## src/rtl/ctrl_pkg.sv

```systemverilog
// Shared encodings for the multicycle RV32I controller: state codes, ALU codes, opcodes, mux selects.
// Pure declarations; no logic, no latency.
// Not applicable (no handshake); consumed by multicycle_control and alu_decoder.
package ctrl_pkg;

    localparam int STATE_W = 4;

    // State codes are plain constants so legacy tools and debug scripts can match on raw values.
    typedef logic [STATE_W-1:0] state_t;
    localparam state_t S_FETCH    = 4'd0;
    localparam state_t S_DECODE   = 4'd1;
    localparam state_t S_MEMADR   = 4'd2;
    localparam state_t S_MEMREAD  = 4'd3;
    localparam state_t S_MEMWB    = 4'd4;
    localparam state_t S_MEMWRITE = 4'd5;
    localparam state_t S_EXECR    = 4'd6;
    localparam state_t S_EXECI    = 4'd7;
    localparam state_t S_UPPER    = 4'd8;
    localparam state_t S_ALUWB    = 4'd9;
    localparam state_t S_BRANCH   = 4'd10;
    localparam state_t S_JAL      = 4'd11;
    localparam state_t S_JALR     = 4'd12;
    localparam state_t S_LINK     = 4'd13;
    localparam state_t S_TRAP     = 4'd14;

    // Coarse ALU request from the FSM; alu_decoder expands it into a full code.
    typedef enum logic [1:0] {
        ALUOP_ADD   = 2'b00,
        ALUOP_SUB   = 2'b01,
        ALUOP_FUNCT = 2'b10,
        ALUOP_PASSB = 2'b11
    } aluop_e;

    localparam logic [3:0] ALU_ADD   = 4'b0000;
    localparam logic [3:0] ALU_SUB   = 4'b1000;
    localparam logic [3:0] ALU_AND   = 4'b0010;
    localparam logic [3:0] ALU_OR    = 4'b0011;
    localparam logic [3:0] ALU_XOR   = 4'b0100;
    localparam logic [3:0] ALU_SLT   = 4'b0101;
    localparam logic [3:0] ALU_SLTU  = 4'b0111;
    localparam logic [3:0] ALU_SLL   = 4'b0110;
    localparam logic [3:0] ALU_SRL   = 4'b1110;
    localparam logic [3:0] ALU_SRA   = 4'b1100;
    localparam logic [3:0] ALU_PASSB = 4'b1101;

    localparam logic [6:0] OP_LOAD   = 7'b0000011;
    localparam logic [6:0] OP_STORE  = 7'b0100011;
    localparam logic [6:0] OP_RTYPE  = 7'b0110011;
    localparam logic [6:0] OP_ITYPE  = 7'b0010011;
    localparam logic [6:0] OP_BRANCH = 7'b1100011;
    localparam logic [6:0] OP_JAL    = 7'b1101111;
    localparam logic [6:0] OP_JALR   = 7'b1100111;
    localparam logic [6:0] OP_LUI    = 7'b0110111;
    localparam logic [6:0] OP_AUIPC  = 7'b0010111;

    localparam logic [1:0] RES_ALUOUT    = 2'b00;
    localparam logic [1:0] RES_DATA      = 2'b01;
    localparam logic [1:0] RES_ALURESULT = 2'b10;

    localparam logic [1:0] SRCA_PC    = 2'b00;
    localparam logic [1:0] SRCA_OLDPC = 2'b01;
    localparam logic [1:0] SRCA_RD1   = 2'b10;

    localparam logic [1:0] SRCB_RD2  = 2'b00;
    localparam logic [1:0] SRCB_IMM  = 2'b01;
    localparam logic [1:0] SRCB_FOUR = 2'b10;

    localparam logic [2:0] IMM_I = 3'b000;
    localparam logic [2:0] IMM_S = 3'b001;
    localparam logic [2:0] IMM_B = 3'b010;
    localparam logic [2:0] IMM_J = 3'b011;
    localparam logic [2:0] IMM_U = 3'b100;

    // Immediate format depends only on the opcode; R-type and unknown opcodes fall back to I.
    function automatic logic [2:0] imm_sel(input logic [6:0] opcode);
        logic [2:0] sel;
        case (opcode)
            OP_STORE:         sel = IMM_S;
            OP_BRANCH:        sel = IMM_B;
            OP_JAL:           sel = IMM_J;
            OP_LUI, OP_AUIPC: sel = IMM_U;
            default:          sel = IMM_I;
        endcase
        return sel;
    endfunction

endpackage

```

## src/rtl/multicycle_control_if.sv

```systemverilog
// Bundle between the multicycle controller (master) and the datapath/memory (slave).
// Wiring only; no latency.
// MemReady is the only flow control: the controller holds its request until it is seen high.
interface multicycle_control_if #(
    parameter int INSTR_WIDTH = 32,
    parameter int STATE_W     = 4
);
    // datapath -> controller
    logic [INSTR_WIDTH-1:0] Instr;
    logic                   Zero;
    logic                   SignedSmaller;
    logic                   UnsignedSmaller;
    logic                   MemReady;
    // controller -> datapath
    logic                   PCWrite;
    logic                   AdrSrc;
    logic                   MemRead;
    logic                   MemWrite;
    logic                   IRWrite;
    logic                   RegWrite;
    logic [1:0]             ResultSrc;
    logic [1:0]             ALUSrcA;
    logic [1:0]             ALUSrcB;
    logic [3:0]             ALUControl;
    logic [2:0]             ImmSrc;
    logic                   Illegal;
    logic [STATE_W-1:0]     State;

    modport master (
        input  Instr, Zero, SignedSmaller, UnsignedSmaller, MemReady,
        output PCWrite, AdrSrc, MemRead, MemWrite, IRWrite, RegWrite,
        output ResultSrc, ALUSrcA, ALUSrcB, ALUControl, ImmSrc, Illegal, State
    );

    modport slave (
        output Instr, Zero, SignedSmaller, UnsignedSmaller, MemReady,
        input  PCWrite, AdrSrc, MemRead, MemWrite, IRWrite, RegWrite,
        input  ResultSrc, ALUSrcA, ALUSrcB, ALUControl, ImmSrc, Illegal, State
    );
endinterface

```

## src/rtl/alu_decoder.sv

```systemverilog
// Expands the FSM's coarse ALU request plus funct3/Instr[30] into the 4-bit ALU code.
// Purely combinational, zero latency.
// No handshake.
// Ports: alu_op (add/sub/funct/passB), funct3, funct7b5 (Instr[30]), is_rtype -> alu_control.
module alu_decoder
    import ctrl_pkg::*;
(
    input  aluop_e     alu_op,
    input  logic [2:0] funct3,
    input  logic       funct7b5,
    input  logic       is_rtype,
    output logic [3:0] alu_control
);

    always_comb begin
        alu_control = ALU_ADD;
        case (alu_op)
            ALUOP_ADD:   alu_control = ALU_ADD;
            ALUOP_SUB:   alu_control = ALU_SUB;
            ALUOP_PASSB: alu_control = ALU_PASSB;
            ALUOP_FUNCT: begin
                case (funct3)
                    // Instr[30] is an immediate bit for addi, so only R-type may select sub.
                    3'b000:  alu_control = (is_rtype && funct7b5) ? ALU_SUB : ALU_ADD;
                    3'b001:  alu_control = ALU_SLL;
                    3'b010:  alu_control = ALU_SLT;
                    3'b011:  alu_control = ALU_SLTU;
                    3'b100:  alu_control = ALU_XOR;
                    // srai keeps Instr[30] as a real funct7 bit, so no R-type qualifier here.
                    3'b101:  alu_control = funct7b5 ? ALU_SRA : ALU_SRL;
                    3'b110:  alu_control = ALU_OR;
                    default: alu_control = ALU_AND;
                endcase
            end
            default: alu_control = ALU_ADD;
        endcase
    end

endmodule

```

## src/rtl/multicycle_control.sv

```systemverilog
// Moore main controller for the multicycle RV32I datapath: sequences fetch/decode/execute/memory/writeback.
// 3-5 cycles per instruction with MemReady=1 (branch 3, load 5, others 4); outputs decode from state.
// Memory accesses hold MemRead/MemWrite and AdrSrc stable and stall one cycle per MemReady=0.
// Ports: clk, rst (sync, active-high); bus (master modport) carries Instr, ALU flags, MemReady in and
// the PC/IR/register/memory enables, mux selects, ALUControl, ImmSrc, sticky Illegal and State out.
module multicycle_control
    import ctrl_pkg::*;
#(
    parameter int INSTR_WIDTH = 32,
    parameter int STATE_W     = 4
) (
    input  logic                 clk,
    input  logic                 rst,
    multicycle_control_if.master bus
);

    state_t state_q;
    state_t state_d;
    logic   illegal_q;

    logic [INSTR_WIDTH-1:0] instr;
    logic [6:0]             opcode;
    logic [2:0]             funct3;
    logic                   funct7b5;
    logic                   is_rtype;

    assign instr    = bus.Instr;
    assign opcode   = instr[6:0];
    assign funct3   = instr[14:12];
    assign funct7b5 = instr[30];
    assign is_rtype = (opcode == OP_RTYPE);

    // Register indices and most immediate bits belong to the datapath, not the controller.
    logic unused_instr_bits;
    assign unused_instr_bits = ^{instr[INSTR_WIDTH-1:31], instr[29:15], instr[11:7]};

    // Branch resolution from the ALU flags of RD1 - RD2.
    logic taken;
    logic bad_branch;
    always_comb begin
        taken      = 1'b0;
        bad_branch = 1'b0;
        case (funct3)
            3'b000:  taken = bus.Zero;
            3'b001:  taken = !bus.Zero;
            3'b100:  taken = bus.SignedSmaller;
            3'b101:  taken = !bus.SignedSmaller;
            3'b110:  taken = bus.UnsignedSmaller;
            3'b111:  taken = !bus.UnsignedSmaller;
            default: bad_branch = 1'b1;
        endcase
    end

    logic       pc_write;
    logic       ir_write;
    logic       reg_write;
    logic       mem_read;
    logic       mem_write;
    logic       adr_src;
    logic [1:0] result_src;
    logic [1:0] src_a;
    logic [1:0] src_b;
    aluop_e     alu_op;

    always_comb begin
        state_d    = state_q;
        pc_write   = 1'b0;
        ir_write   = 1'b0;
        reg_write  = 1'b0;
        mem_read   = 1'b0;
        mem_write  = 1'b0;
        adr_src    = 1'b0;
        result_src = RES_ALUOUT;
        src_a      = SRCA_PC;
        src_b      = SRCB_RD2;
        alu_op     = ALUOP_ADD;

        case (state_q)
            S_FETCH: begin
                // PC+4 is computed every fetch cycle but only committed when the read completes.
                mem_read   = 1'b1;
                src_a      = SRCA_PC;
                src_b      = SRCB_FOUR;
                result_src = RES_ALURESULT;
                if (bus.MemReady) begin
                    ir_write = 1'b1;
                    pc_write = 1'b1;
                    state_d  = S_DECODE;
                end
            end
            S_DECODE: begin
                // Speculative OldPC+imm lands in ALUOut for branch/JAL to use next cycle.
                src_a = SRCA_OLDPC;
                src_b = SRCB_IMM;
                case (opcode)
                    OP_LOAD, OP_STORE: state_d = S_MEMADR;
                    OP_RTYPE:          state_d = S_EXECR;
                    OP_ITYPE:          state_d = S_EXECI;
                    OP_BRANCH:         state_d = S_BRANCH;
                    OP_JAL:            state_d = S_JAL;
                    OP_JALR:           state_d = S_JALR;
                    OP_LUI, OP_AUIPC:  state_d = S_UPPER;
                    default:           state_d = S_TRAP;
                endcase
            end
            S_MEMADR: begin
                src_a   = SRCA_RD1;
                src_b   = SRCB_IMM;
                // Only loads and stores reach here; opcode bit 5 separates them.
                state_d = opcode[5] ? S_MEMWRITE : S_MEMREAD;
            end
            S_MEMREAD: begin
                adr_src    = 1'b1;
                result_src = RES_ALUOUT;
                mem_read   = 1'b1;
                if (bus.MemReady) state_d = S_MEMWB;
            end
            S_MEMWB: begin
                result_src = RES_DATA;
                reg_write  = 1'b1;
                state_d    = S_FETCH;
            end
            S_MEMWRITE: begin
                adr_src    = 1'b1;
                result_src = RES_ALUOUT;
                mem_write  = 1'b1;
                if (bus.MemReady) state_d = S_FETCH;
            end
            S_EXECR: begin
                src_a   = SRCA_RD1;
                src_b   = SRCB_RD2;
                alu_op  = ALUOP_FUNCT;
                state_d = S_ALUWB;
            end
            S_EXECI: begin
                src_a   = SRCA_RD1;
                src_b   = SRCB_IMM;
                alu_op  = ALUOP_FUNCT;
                state_d = S_ALUWB;
            end
            S_UPPER: begin
                src_b = SRCB_IMM;
                if (opcode == OP_LUI) begin
                    alu_op = ALUOP_PASSB;
                end else begin
                    src_a  = SRCA_OLDPC;
                    alu_op = ALUOP_ADD;
                end
                state_d = S_ALUWB;
            end
            S_ALUWB: begin
                result_src = RES_ALUOUT;
                reg_write  = 1'b1;
                state_d    = S_FETCH;
            end
            S_BRANCH: begin
                src_a      = SRCA_RD1;
                src_b      = SRCB_RD2;
                alu_op     = ALUOP_SUB;
                result_src = RES_ALUOUT;
                if (bad_branch) begin
                    state_d = S_TRAP;
                end else begin
                    pc_write = taken;
                    state_d  = S_FETCH;
                end
            end
            S_JAL: begin
                result_src = RES_ALUOUT;
                pc_write   = 1'b1;
                state_d    = S_LINK;
            end
            S_JALR: begin
                // The datapath clears bit 0 of the target on its way into the PC.
                src_a      = SRCA_RD1;
                src_b      = SRCB_IMM;
                result_src = RES_ALURESULT;
                pc_write   = 1'b1;
                state_d    = S_LINK;
            end
            S_LINK: begin
                src_a      = SRCA_OLDPC;
                src_b      = SRCB_FOUR;
                result_src = RES_ALURESULT;
                reg_write  = 1'b1;
                state_d    = S_FETCH;
            end
            S_TRAP: begin
                state_d = S_TRAP;
            end
            default: begin
                state_d = S_FETCH;
            end
        endcase
    end

    always_ff @(posedge clk) begin
        if (rst) begin
            state_q   <= S_FETCH;
            illegal_q <= 1'b0;
        end else begin
            state_q <= state_d;
            if (state_d == S_TRAP) illegal_q <= 1'b1;
        end
    end

    alu_decoder u_alu_decoder (
        .alu_op      (alu_op),
        .funct3      (funct3),
        .funct7b5    (funct7b5),
        .is_rtype    (is_rtype),
        .alu_control (bus.ALUControl)
    );

    // Architectural side effects are suppressed in the reset cycle whatever state is current.
    assign bus.PCWrite   = pc_write  & ~rst;
    assign bus.IRWrite   = ir_write  & ~rst;
    assign bus.RegWrite  = reg_write & ~rst;
    assign bus.MemRead   = mem_read  & ~rst;
    assign bus.MemWrite  = mem_write & ~rst;
    assign bus.AdrSrc    = adr_src;
    assign bus.ResultSrc = result_src;
    assign bus.ALUSrcA   = src_a;
    assign bus.ALUSrcB   = src_b;
    assign bus.ImmSrc    = imm_sel(opcode);
    assign bus.Illegal   = illegal_q;
    assign bus.State     = STATE_W'(state_q);

endmodule

```

## src/flat_wrapper.sv

```systemverilog
// flat-port wrapper written by rule: the top's interface ports become plain ports
module multicycle_control_flat import ctrl_pkg::*;
#(
    parameter int INSTR_WIDTH = 32,
    parameter int STATE_W     = 4
)
  (clk, rst, bus_Instr, bus_Zero, bus_SignedSmaller, bus_UnsignedSmaller, bus_MemReady, bus_PCWrite, bus_AdrSrc, bus_MemRead, bus_MemWrite, bus_IRWrite, bus_RegWrite, bus_ResultSrc, bus_ALUSrcA, bus_ALUSrcB, bus_ALUControl, bus_ImmSrc, bus_Illegal, bus_State);
  multicycle_control_if #(.INSTR_WIDTH(INSTR_WIDTH), .STATE_W(STATE_W)) bus_i ();
  input  logic clk;
  input  logic rst;
  input wire logic [$bits(bus_i.Instr)-1:0] bus_Instr;
  input wire logic [$bits(bus_i.Zero)-1:0] bus_Zero;
  input wire logic [$bits(bus_i.SignedSmaller)-1:0] bus_SignedSmaller;
  input wire logic [$bits(bus_i.UnsignedSmaller)-1:0] bus_UnsignedSmaller;
  input wire logic [$bits(bus_i.MemReady)-1:0] bus_MemReady;
  output wire logic [$bits(bus_i.PCWrite)-1:0] bus_PCWrite;
  output wire logic [$bits(bus_i.AdrSrc)-1:0] bus_AdrSrc;
  output wire logic [$bits(bus_i.MemRead)-1:0] bus_MemRead;
  output wire logic [$bits(bus_i.MemWrite)-1:0] bus_MemWrite;
  output wire logic [$bits(bus_i.IRWrite)-1:0] bus_IRWrite;
  output wire logic [$bits(bus_i.RegWrite)-1:0] bus_RegWrite;
  output wire logic [$bits(bus_i.ResultSrc)-1:0] bus_ResultSrc;
  output wire logic [$bits(bus_i.ALUSrcA)-1:0] bus_ALUSrcA;
  output wire logic [$bits(bus_i.ALUSrcB)-1:0] bus_ALUSrcB;
  output wire logic [$bits(bus_i.ALUControl)-1:0] bus_ALUControl;
  output wire logic [$bits(bus_i.ImmSrc)-1:0] bus_ImmSrc;
  output wire logic [$bits(bus_i.Illegal)-1:0] bus_Illegal;
  output wire logic [$bits(bus_i.State)-1:0] bus_State;
  assign bus_i.Instr = bus_Instr;
  assign bus_i.Zero = bus_Zero;
  assign bus_i.SignedSmaller = bus_SignedSmaller;
  assign bus_i.UnsignedSmaller = bus_UnsignedSmaller;
  assign bus_i.MemReady = bus_MemReady;
  assign bus_PCWrite = bus_i.PCWrite;
  assign bus_AdrSrc = bus_i.AdrSrc;
  assign bus_MemRead = bus_i.MemRead;
  assign bus_MemWrite = bus_i.MemWrite;
  assign bus_IRWrite = bus_i.IRWrite;
  assign bus_RegWrite = bus_i.RegWrite;
  assign bus_ResultSrc = bus_i.ResultSrc;
  assign bus_ALUSrcA = bus_i.ALUSrcA;
  assign bus_ALUSrcB = bus_i.ALUSrcB;
  assign bus_ALUControl = bus_i.ALUControl;
  assign bus_ImmSrc = bus_i.ImmSrc;
  assign bus_Illegal = bus_i.Illegal;
  assign bus_State = bus_i.State;
  multicycle_control #(.INSTR_WIDTH(INSTR_WIDTH), .STATE_W(STATE_W)) u_core (.clk(clk), .rst(rst), .bus(bus_i));
endmodule
```

## config.mk

```make
export PLATFORM = sky130hd
export DESIGN_NAME = multicycle_control_flat
export DESIGN_NICKNAME = d
export VERILOG_FILES = /design/src/rtl/ctrl_pkg.sv /design/src/rtl/multicycle_control_if.sv /design/src/rtl/alu_decoder.sv /design/src/rtl/multicycle_control.sv /design/src/flat_wrapper.sv
export SDC_FILE = /design/constraint.sdc
export NUM_CORES = 1
export LEC_CHECK = 0
export CAP_MARGIN = 20
export CORE_UTILIZATION = 35
export DETAILED_ROUTE_END_ITERATION = 10
export PLACE_DENSITY = 0.87
export SYNTH_ARGS = -nofsm -noshare
export SYNTH_HDL_FRONTEND = slang
export SYNTH_SLANG_ARGS = --single-unit
export TNS_END_PERCENT = 100
```

## constraint.sdc

```tcl
create_clock -name clk -period 2.2 [get_ports clk]
set_clock_uncertainty 0.15 [all_clocks]
set_input_delay 0.33 -clock clk [delete_from_list [all_inputs] [get_ports clk]]
set_output_delay 0.33 -clock clk [all_outputs]
set_load 0.03 [all_outputs]
```

==> flow_summary.toml <==
[run_status]
outcome = "completed"

[floorplan]
pin_count = 62
start_util_pct = 38.4
rows = 17
core_sq_um = 2280
die_h_microns = 52.0
die_x_microns = 52.0
die_area_sq_um = 2700

[final_layout]
area_growth_pct = 71.1
final_core_util_pct = 65.8
n_antenna_cell = 0
fin_cells = 219
drive_gt1_share_pct = 35.6
nets = 230

[timing]
period_needed_ns = 2.17
slew_violations = 0
finalSetupViolations = 0
rsz0062_at_grt = "yes"
tightest_slew_ns = 0.325
max_freq_mhz = 460
finalHoldViolCount = 0
period_share_pct = 98.7
timing.hold.ws_ns = 0.317
slew_headroom_pct = 78.2
layout_setup_ws_ns = 0.0275

[synthesis]
async_reset_ff_share_pct = 0
syn_area_sq_um = 875
synthFlopType = "dfxtp_1"
seq_area_frac_synth_pct = 11.4
yosys_warnings = 0
syn_nets = 170
synth_edf_count = 0
synthDistinctLibCells = 44
synth-seq-cells = 5
avgSynthCellArea_sq_um = 6.63
syn_inst = 132

[global_route]
antenna_found_initial = 0
gr-usage-all-layers_pct = 24.8
grt_pass1_vias = 1178
grt_max_degree = 32
grt_pass1_wl_mm = 5.15
overflow = 0

[run]
maxCapViolations = 0

[clock_tree]
cts_tree = "done"
cts-root-buf = "clkbuf_4"
clkLatencyLatePin_ns = 0.24
clk_path_buf_depth = 2
numCtsBuffers = 3
clkTransAtPathRegs_ns = 0.04
htreeDepth = 1
clkSinkCount = 5

[worst_hold_path]
hold_depth = 2
hold_class = "flip-flop to flip-flop"

[worst_setup_path]
critPathArrivalTime_ns = 1.69
worstSetupPathType = "input pin to output pin"
rr_worst_depth = 6
worstPathRequired_ns = 1.72
cp_max_fo = 6
worstSetupEndpointType = "output pin"
critPathLaunchType = "input pin"

[routing]
drc = 0
firstDrtPassIters = 4
ant_nets = 0
vias = 1223
wirelength_mm = 3.06
vias_per_cell = 5.58
wire_per_inst_microns = 14.0
drtIter0Drc = 29

[power_and_ir_drop]
p_total_mw = 1.73
ir_drop_v = 0.000895
leakage_nw = 0.650
power_density_nw_per_um2 = 1160

[placed_design]
dp_hpwl_mm = 2.19
io_buffer_count = 40
globalplace.congestion = 0.853
place_ws_ns = -0.162
dp_cells = 210
## cell families (layout without fill, tap and decap cells)
group	Yosys count	count (layout)	synth area share (%)
compound gates	38	38	30.0
xor+xnor	6	6	6.01
buf+inv	17	76	9.01
flops	5	5	11.4
mux	5	5	5.87
simple gates	61	61	37.6
## flip-flops by register name, summed over array words and instances, names as in the netlist
signal	cells
u_core.bus.Illegal	1
u_core.bus.State	4
## layout by cell type (no fill, tap or decap), types with 5 or more instances in the layout
cell type	instances
nand2_1	16
dlygate4sd2_1	8
a21oi_1	8
clkdlybuf4s50_1	10
buf_4	41
or3_1	5
nor3_1	7
inv_1	5
nor2_1	5
## stage by stage
step / TNS [ns] / area (sq um)
6_report: 0 / 1500
5_1_grt: -0.0981 / 1500
4_1_cts: 0 / 1480
3_5_place_dp: -0.841 / 1380
3_3_place_gp: -0.657 / 1380
2_1_floorplan: -0.274 / 900
## synthesized netlist by cell type, types with 3 or more instances
cell type	n	share of area, %
nand2_1	16	6.9
a21oi_1	10	5.7
nor3_1	8	4.6
buf_2	6	3.4
inv_1	6	2.6
nor2_1	6	2.6
dfxtp_1	5	11
nor2b_1	5	3.6
or3_1	5	3.6
mux2i_1	4	4.6
nand2b_1	4	2.9
nand3_1	4	2.3
nand4_1	4	2.9
o22ai_1	4	2.9
xnor2_1	4	4.0
o21ai_0	3	1.7
o21ai_1	3	1.7
## routing by layer
layer  global-route usage (%)  part of all wire [%]  vias up
met5                        0                     0        -
met4                     5.41                   1.3        0
met3                     4.97                   4.7        7
met2                     44.4                    50       52
met1                     29.9                    44      556
li1                         -                     -      608
## where the power goes
part	total, mW	internal, mW	switching, mW
registers	0.212	0.129	0.0828
logic	1.42	0.562	0.858
clock network	0.103	0.0684	0.0350
## critical path, cell delays in order
cell	delay [ns]
dlygate4sd2_1	0.26
buf_6	0.13
nand4b_1	0.23
nor3_4	0.21
buf_4	0.16
nand2_1	0.05
nand2_1	0.08
a21oi_2	0.05
buf_4	0.18
## path summary, 6_finish.rpt
check / startpoint / to / slack [ns]
worst max-delay path: bus_Instr[3] / bus_ALUSrcA[0] / 0.03
worst max register to register: u_core.bus.State[3] / u_core.bus.Illegal / 0.27
worst min-delay path: u_core.bus.Illegal / u_core.bus.Illegal / 0.32
worst min register to register: u_core.bus.Illegal / u_core.bus.Illegal / 0.32
## final cells by class
type	count	area, sq um
clock buffers	4	26.3
fillers	200	779
inverters	7	26.3
multi-input cells	110	758
flip-flops and latches	5	103
well taps	28	35.0
repair buffers	65	548
## repair_timing
item,CTS,global route
pin swaps,11,5
setup endpoints to repair,9,11
buffers inserted,5,0
hold buffers,0,0
gates resized for setup,17,8
cloned,0,0
endpoints found under the hold margin,0,0
(Power assumes the default switching activity.)
==> RTL change: new RTL, config.mk and constraints unchanged <==
`STATE_W` is set to 4 in 4 places; all go to 5.
--- a/src/rtl/ctrl_pkg.sv
+++ b/src/rtl/ctrl_pkg.sv
@@ -4,5 +4,5 @@
 package ctrl_pkg;
 
-    localparam int STATE_W = 4;
+    localparam int STATE_W = 5;
 
     // State codes are plain constants so legacy tools and debug scripts can match on raw values.
--- a/src/rtl/multicycle_control_if.sv
+++ b/src/rtl/multicycle_control_if.sv
@@ -4,5 +4,5 @@
 interface multicycle_control_if #(
     parameter int INSTR_WIDTH = 32,
-    parameter int STATE_W     = 4
+    parameter int STATE_W     = 5
 );
     // datapath -> controller
--- a/src/rtl/multicycle_control.sv
+++ b/src/rtl/multicycle_control.sv
@@ -8,5 +8,5 @@
 #(
     parameter int INSTR_WIDTH = 32,
-    parameter int STATE_W     = 4
+    parameter int STATE_W     = 5
 ) (
     input  logic                 clk,
--- a/src/flat_wrapper.sv
+++ b/src/flat_wrapper.sv
@@ -3,5 +3,5 @@
 #(
     parameter int INSTR_WIDTH = 32,
-    parameter int STATE_W     = 4
+    parameter int STATE_W     = 5
 )
   (clk, rst, bus_Instr, bus_Zero, bus_SignedSmaller, bus_UnsignedSmaller, bus_MemReady, bus_PCWrite, bus_AdrSrc, bus_MemRead, bus_MemWrite, bus_IRWrite, bus_RegWrite, bus_ResultSrc, bus_ALUSrcA, bus_ALUSrcB, bus_ALUControl, bus_ImmSrc, bus_Illegal, bus_State);
Interface: changed (resized bus_State); port bits go from 62 to 63. No check against the original RTL was run, so the function may have changed too.
==> RTL change against the unedited design <==
Via count grew 17%. Worst setup slack gained 0.029 ns. Final cell count grew 8.7%. Synthesized area grew 5.9%. Final area grew 6.8%. Sequential cell count grew 1. Wire length grew 17%. Highest routed layer unchanged.
Power is left out: it rests on default switching activity, and per cell area and clock period it moved more than threefold.
==> RTL change: results (changes against the unedited design) <==
Worst slew margin - 61.0% (-17 points)
Vias in the first global route - 1338 (+14%)
Synth area leaders - dfxtp_1, nor2_1, a21oi_1, nand2_1, o21ai_0
Filler instances - 198 (-1.0%)
Placed instance count - 234 (+11%)
Total GRT Usage - 26.5% (+1.7 points)
Max incr delay on CP - 0.39 ns (+0.13 ns)
Worst hold path depth - 1 (-1)
Multiplexer share of the synthesized area - 2.16% (-3.7 points)
Netlist cell types - 45 (+2.3%)
First-pass GRT wire length - 5580 um (+8.5%)
Violation count after the first detailed-routing iteration - 77 (+170%)
Nets - 248 (+7.8%)
Sequential element share of the synthesized area - 13.0% (+1.5 points)
Register-to-register path setup slack - 0.22 ns (-0.05 ns)
Post-synthesis xor/xnor area fraction - 2.84% (-3.2 points)
Cell count after synthesis - 143 (+8.3%)
R2r startpoint - u_core.bus.State[0]$_SDFF_PP0_
Syn nets - 181 (+6.5%)
Synth Area in Compound Gates - 32.6% (+2.5 points)
HPWL after DPL - 2800 um (+28%)
Vias per cell - 5.99 (+7.3%)
Total Routed Length - 3590 um (+17%)
PortBufs - 41 (+2.5%)
Layout cells sized above 1 - 36.1% (+0.46 points)
Status - finished clean
Top cells by count, synth - nor2_1, nand2_1, a21oi_1
Fin worst setup slack - 0.0569 ns (+0.0294 ns)
Critical Path End - bus_PCWrite
Crit. Startpoint - u_core.bus.State[1]$_SDFF_PP0_
==> RTL change: routing by layer <==
metal,share of wire [%],wire [um],track usage [%]
met1,40,1430,30.4
met2,49,1770,44.0
met3,6.3,226,5.17
met4,4.6,166,17.1
met5,0,0,0
==> RTL change: per-stage QoR <==
step / cell area, um2 / utilization, % / hold slack [ns] / setup TNS [ns]
finish: 1600 / 64.5 / 0.351 / 0
global route: 1600 / 64.5 / 0.370 / 0
CTS: 1570 / 63.5 / 0.349 / -0.0438
detailed placement: 1530 / 61.9 / 0.328 / -0.722
global placement: 1530 / 61.9 / 0.322 / -0.469
floorplan: 960 / - / 0.369 / -0.372
==> RTL change: cell type report <==
class | count | area share [%]
multi-input cells | 125 | 51.7
repair buffers | 69 | 35.3
flip-flops and latches | 6 | 8.07
well taps | 30 | 2.35
clock buffers | 3 | 1.41
inverters | 5 | 1.17
==> RTL change: timing repair <==
action	4_1_cts	5_1_grt
pin swaps	3	2
gates resized for setup	15	9
setup buffers	1	0
hold buffers	0	0
endpoints found under the setup margin	7	6
